### src/rtl/lsu_pkg.sv
// Shared LSU types for the store-AGU TLB-miss scheduler.
//   msched_state_t : scheduler FSM encoding
//   miss_entry_t   : one queued miss {addr, attr, thread} at the default address width
package lsu_pkg;

  localparam int unsigned LSU_ADDR_W  = 44;
  localparam int unsigned MISS_ATTR_W = 4;

  typedef enum logic [1:0] {
    IDLE   = 2'd0,
    WALK   = 2'd1,
    HOLD   = 2'd2,
    REPLAY = 2'd3
  } msched_state_t;

  typedef struct packed {
    logic [LSU_ADDR_W-1:0]  addr;
    logic [MISS_ATTR_W-1:0] attr;
    logic                   thread;
  } miss_entry_t;

endpackage

### src/rtl/miss_fifo.sv
// Circular miss queue.
//   push/pop/flush : enqueue din, dequeue head, discard everything (flush wins)
//   head           : oldest entry
//   count          : occupancy, clog2(DEPTH)+1 bits
//   full           : count == DEPTH
module miss_fifo #(
  parameter int unsigned DEPTH = 4,
  parameter int unsigned W     = 49
) (
  input  logic                       clk,
  input  logic                       rst,
  input  logic                       push,
  input  logic                       pop,
  input  logic                       flush,
  input  logic [W-1:0]               din,
  output logic [W-1:0]               head,
  output logic [$clog2(DEPTH):0]     count,
  output logic                       full
);

  localparam int unsigned PTR_W = $clog2(DEPTH);
  localparam int unsigned CNT_W = PTR_W + 1;

  logic [W-1:0]     mem [DEPTH];
  logic [PTR_W-1:0] wr_q;
  logic [PTR_W-1:0] rd_q;
  logic [CNT_W-1:0] count_q;
  logic             push_ok;
  logic             pop_ok;

  // A full queue refuses pushes even when a pop happens in the same cycle.
  assign full    = (count_q == CNT_W'(DEPTH));
  assign push_ok = push & ~full;
  assign pop_ok  = pop & (count_q != '0);
  assign head    = mem[rd_q];
  assign count   = count_q;

  // Storage, pointers and occupancy; pointers wrap naturally (DEPTH is 2^n).
  always_ff @(posedge clk) begin
    if (rst) begin
      wr_q    <= '0;
      rd_q    <= '0;
      count_q <= '0;
      for (int i = 0; i < int'(DEPTH); i++) mem[i] <= '0;
    end else if (flush) begin
      wr_q    <= '0;
      rd_q    <= '0;
      count_q <= '0;
    end else begin
      if (push_ok) begin
        mem[wr_q] <= din;
        wr_q      <= PTR_W'(wr_q + PTR_W'(1));
      end
      if (pop_ok) rd_q <= PTR_W'(rd_q + PTR_W'(1));
      unique case ({push_ok, pop_ok})
        2'b10:   count_q <= count_q + CNT_W'(1);
        2'b01:   count_q <= count_q - CNT_W'(1);
        default: count_q <= count_q;
      endcase
    end
  end

endmodule

### src/rtl/sagu_miss_sched.sv
// Store-AGU TLB-miss scheduler: queues tlbMiss ops, walks the head in order,
// then replays it into sagu through the mex side port while holding the bus.
//   miss_*          : missing op capture
//   walk_*          : page-walk handshake for the head entry
//   bus_hold, mex_* : replay slot and replayed op
//   fault_*         : head dropped after a faulting walk
//   full, overflow  : queue full (combinational), sticky drop-while-full flag
module sagu_miss_sched
  import lsu_pkg::*;
#(
  parameter int unsigned DEPTH  = 4,
  parameter int unsigned ADDR_W = 44
) (
  input  logic              clk,
  input  logic              rst,
  input  logic              except,
  input  logic              miss_en,
  input  logic [ADDR_W-1:0] miss_addr,
  input  logic [3:0]        miss_attr,
  input  logic              miss_thread,
  output logic              walk_req,
  output logic [ADDR_W-1:0] walk_addr,
  output logic              walk_thread,
  input  logic              walk_ack,
  input  logic              walk_fault,
  output logic              bus_hold,
  output logic              mex_en,
  output logic [ADDR_W-1:0] mex_addr,
  output logic [3:0]        mex_attr,
  output logic              fault_en,
  output logic [ADDR_W-1:0] fault_addr,
  output logic              full,
  output logic              overflow
);

  localparam int unsigned ENT_W = ADDR_W + MISS_ATTR_W + 1;
  localparam int unsigned CNT_W = $clog2(DEPTH) + 1;

  msched_state_t    state_q, state_d;
  logic [ENT_W-1:0] push_data;
  logic [ENT_W-1:0] head;
  logic [CNT_W-1:0] count;
  logic             push;
  logic             pop;
  logic             walk_req_d;
  logic             bus_hold_d;
  logic             mex_en_d;
  logic             fault_en_d;
  logic             overflow_d;

  // Head leaves the queue in the REPLAY cycle, or one cycle after a faulting ack
  // so fault_addr still shows it while fault_en is high.
  assign push      = miss_en & ~except & ~full;
  assign pop       = (state_q == REPLAY) | fault_en;
  assign push_data = {miss_addr, miss_attr, miss_thread};

  miss_fifo #(
    .DEPTH (DEPTH),
    .W     (ENT_W)
  ) u_fifo (
    .clk   (clk),
    .rst   (rst),
    .push  (push),
    .pop   (pop),
    .flush (except),
    .din   (push_data),
    .head  (head),
    .count (count),
    .full  (full)
  );

  // Head fields feed every data output.
  assign walk_addr   = head[ENT_W-1 -: ADDR_W];
  assign walk_thread = head[0];
  assign mex_addr    = head[ENT_W-1 -: ADDR_W];
  assign mex_attr    = head[MISS_ATTR_W:1];
  assign fault_addr  = head[ENT_W-1 -: ADDR_W];

  // State and registered outputs.
  always_ff @(posedge clk) begin
    if (rst) begin
      state_q  <= IDLE;
      walk_req <= 1'b0;
      bus_hold <= 1'b0;
      mex_en   <= 1'b0;
      fault_en <= 1'b0;
      overflow <= 1'b0;
    end else begin
      state_q  <= state_d;
      walk_req <= walk_req_d;
      bus_hold <= bus_hold_d;
      mex_en   <= mex_en_d;
      fault_en <= fault_en_d;
      overflow <= overflow_d;
    end
  end

  // Next state and next registered outputs; except overrides everything.
  always_comb begin
    state_d    = state_q;
    fault_en_d = 1'b0;
    overflow_d = overflow | (miss_en & full);
    if (except) begin
      state_d    = IDLE;
      overflow_d = 1'b0;
    end else begin
      unique case (state_q)
        // Ignore the entry being popped by a fault this cycle.
        IDLE:    if (count > CNT_W'(pop)) state_d = WALK;
        WALK: begin
          if (walk_ack) begin
            if (walk_fault) begin
              fault_en_d = 1'b1;
              state_d    = IDLE;
            end else begin
              state_d = HOLD;
            end
          end
        end
        HOLD:    state_d = REPLAY;
        REPLAY:  state_d = IDLE;
        default: state_d = IDLE;
      endcase
    end
    walk_req_d = (state_d == WALK);
    bus_hold_d = (state_d == HOLD) | (state_d == REPLAY);
    mex_en_d   = (state_d == REPLAY);
  end

endmodule

### config.mk
export PLATFORM = sky130hd
export DESIGN_NAME = sagu_miss_sched
export DESIGN_NICKNAME = d
export VERILOG_FILES = /design/src/rtl/lsu_pkg.sv /design/src/rtl/miss_fifo.sv /design/src/rtl/sagu_miss_sched.sv
export SDC_FILE = /design/constraint.sdc
export NUM_CORES = 1
export LEC_CHECK = 0
export BUFFER_PORTS_ARGS = -buffer_cell sky130_fd_sc_hd__buf_4
export CAP_MARGIN = 30
export CORE_MARGIN = 1
export CORE_UTILIZATION = 40
export DETAILED_ROUTE_END_ITERATION = 10
export PLACE_DENSITY = 0.66
export SYNTH_ARGS = -nofsm -noshare
export SYNTH_HDL_FRONTEND = slang
export SYNTH_HIERARCHICAL = 1
export SYNTH_SLANG_ARGS = --single-unit
export TNS_END_PERCENT = 30
### constraint.sdc
create_clock -name clk -period 8.7 [get_ports clk]
set_input_delay 1.74 -clock clk [delete_from_list [all_inputs] [get_ports clk]]
set_output_delay 1.74 -clock clk [all_outputs]
set_load 0.005 [all_outputs]
==> impl_metrics.tcl <==
set metrics [dict create \
    outcome "finished clean" \
    layout.nets 812 \
    peakVddDrop_mv 0.116 \
    cts_inserted_buffers 24 \
    final_common_cell "buf_4" \
    grt_pass1_wl_um 29700 \
    rrSetupSlack_ns 5.24 \
    routed_wl_um 19800 \
    postCtsResizedCells 0 \
    crit-reg2reg-launch "u_fifo/count[0]" \
    synth-edff-count 196 \
    initial_utilization 0.413 \
    final_cell_mix "buf_4 (205), and2_1 (196), edfxtp_1 (196), mux4_2 (49), clkbuf_16 (25)" \
    fmax_mhz 238 \
    yosys_warnings 6 \
    die_width_um 159 \
    hpwl_um 11500 \
    fin_crit_sh 0.483 \
    ys_async_sr_fraction 0 \
    area_delta_synth_final_pct 20.1 \
    cts_setup_buffers 0 \
    power.share.combinational 0.065 \
    power.density_mw_per_mm2 195 \
    final.min_clock_period_ns 4.20 \
    io-pin-count 198 \
    rsz0062_at_grt "false" \
    drc 0 \
    syn_area_per_cell_sq_um 15.3 \
    drv_slew 0 \
    overflow 0 \
    clkSlewWorstSetupHoldPaths_ns 0.06 \
    worst_setup_path_start_kind "input port" \
    max_cap_viol_count 0 \
    clk_latency_ns 0.50 \
    postCtsHoldBufs 0 \
    synth_nets 699 \
    pre_cts_ws_ns 3.98 \
    synth_cells 641 \
    synth-main-ff-cell "edfxtp_1" \
    leakagePower_uw 0.00457 \
    crit_path_max_incr_delay_ns 0.58 \
    crit_fanout 50 \
    clock_sinks 212 \
    skew_ns 0.00687 \
    setup_tns_ns 0 \
    cp.required_ns 8.82 \
    viasPerCell 4.76 \
    grt_pass1_vias 5277 \
    htree_levels 1 \
    num_rows 56 \
    arrival_ns 4.32 \
    hold_path_end "overflow" \
    syn_area_sq_mm 0.00982 \
    relSlewSlack 0.469 \
    antenna_found_initial 0 \
    fin_ws_ns 4.50 \
    drtIter0Drc 214 \
    p_int_uw 1840 \
    die_h_um 159 \
    p_switching_uw 457 \
    place_congestion 0.701 \
    ff2ff_path_depth 7 \
    cts_root_buf "clkbuf_16" \
    power.clock.fraction 0.429 \
    cp_top_family "simple AND/OR/NAND/NOR gates" \
    p_sw_frac 0.199 \
    cp_cell_sequence "buf_4 -> nor3b_1 -> or3b_4 -> nor4b_4 -> buf_4 -> or2_2 -> buf_4" \
    grt_usage 0.160 \
    min-delay-start "overflow" \
    port_buffers 197 \
    worstSetupEndpointType "flop" \
    cp_slowest_cell "buf_4" \
    ys_ff_latch 212 \
    min_delay_path_depth 2 \
    vias 5187 \
    n_fill_cell 2022 \
    fp.coreArea_sq_mm 0.0238 \
    ys_types 41 \
    synth-seq-area-share 0.632 \
    critPathKind "input port to flop" \
    cp.buffers_inverters 3 \
    antenna_cells 0 \
    reg2reg_to "u_fifo/mem[2][16]" \
    fp.dieArea_sq_mm 0.0252 \
    grt_max_degree 52 \
    crit_top_cell "buf_4" \
    final_util 0.496 \
    tightest_slew_ns 0.796 \
    clk_path_buf_depth 3 \
    setup_viol 0 \
    routedWlPerCell_um 18.1 \
    firstDrtPassIters 4 \
    hold_viol 0 \
    cts_tree "yes" \
    hp-class "flop to flop" \
    drive_above_1_share 0.389 \
    ant_nets 0 \
    seq_power_share 0.506 \
]
layout make-up:
type | instances | area [sq um] | share of cell area
clock inverters | 12 | 129 | 0.0109
multi-input cells | 302 | 2790 | 0.237
flip-flops and latches | 212 | 6210 | 0.527
repair buffers | 207 | 1590 | 0.135
inverters | 7 | 26.3 | 0.00223
well taps | 319 | 399 | 0.0338
clock buffers | 31 | 648 | 0.0550
worst min-delay path: cells and delay by family, from the launching register on:
kind / cells / cell delay (ns)
DFF: 1 / 0.31
and+or+nand+nor: 1 / 0.05
AOI/OAI and AO/OA: 1 / 0.11
state kept, by name (all words and copies together), names as in the netlist, named ones only:
name	cells
u_fifo/mem	196
u_fifo/rd_q	2
u_fifo/count	3
walk_req	1
bus_hold	1
state_q	2
overflow	1
u_fifo/wr_q	2
fault_en	1
mex_en	1
logic make-up (layout without fill, tap and decap cells):
logic type      after synthesis  after routing  share of synthesized area
buf+inv                     127            257                     0.0853
simple gates                232            232                      0.152
xor+xnor                      4              4                    0.00357
flops                       212            212                      0.632
compound gates               14             14                    0.00969
fa+ha+maj                     3              3                    0.00459
mux                          49             49                      0.112
metrics by stage:
step	total power, uW	hold slack, ns	area (sq um)	instances
6_report	2300	0.523	11800	1090
5_1_grt	2380	0.568	11800	1090
3_3_place_gp	1330	0.511	11000	1045
3_5_place_dp	1340	0.509	11000	1047
2_1_floorplan	1260	0.485	9820	641
4_1_cts	2330	0.522	11800	1090
synthesized netlist by cell type, types with 3 or more instances:
master,count,share of area
clkbuf_1,17,0.0065
xor2_1,3,0.0027
edfxtp_1,196,0.60
a21oi_1,4,0.0020
nor2_1,12,0.0046
mux4_2,49,0.11
o21ai_0,3,0.0015
clkbuf_2,6,0.0031
dfxtp_1,16,0.033
buf_4,90,0.069
inv_1,7,0.0027
buf_2,6,0.0031
and2_1,196,0.12
how the worst max path moves through the flow:
stage          startpoint                end  cells after the start
6_report           except  u_fifo/mem[2][16]                      7
5_1_grt            except  u_fifo/mem[0][21]                      7
4_1_cts            except  u_fifo/mem[2][45]                      7
3_5_place_dp       except  u_fifo/mem[2][45]                      7
3_3_place_gp       except  u_fifo/mem[2][45]                      7
2_1_floorplan      except   u_fifo/mem[3][0]                      3
routing by layer:
layer | GRT usage | part of all wire
met1 | 0.212 | 0.44
met2 | 0.276 | 0.49
met3 | 0.0283 | 0.051
met4 | 0.0357 | 0.016
met5 | 0 | 0
power groups by stage:
stage / Clock, uW / Combinational, uW / Sequential, uW
finish: 986 / 150 / 1160
global route: 1050 / 166 / 1160
CTS: 1010 / 154 / 1160
detailed placement: 0 / 153 / 1180
global placement: 0 / 152 / 1180
floorplan: 0 / 83.7 / 1180
No activity file was read; power rests on OpenSTA's default activity.
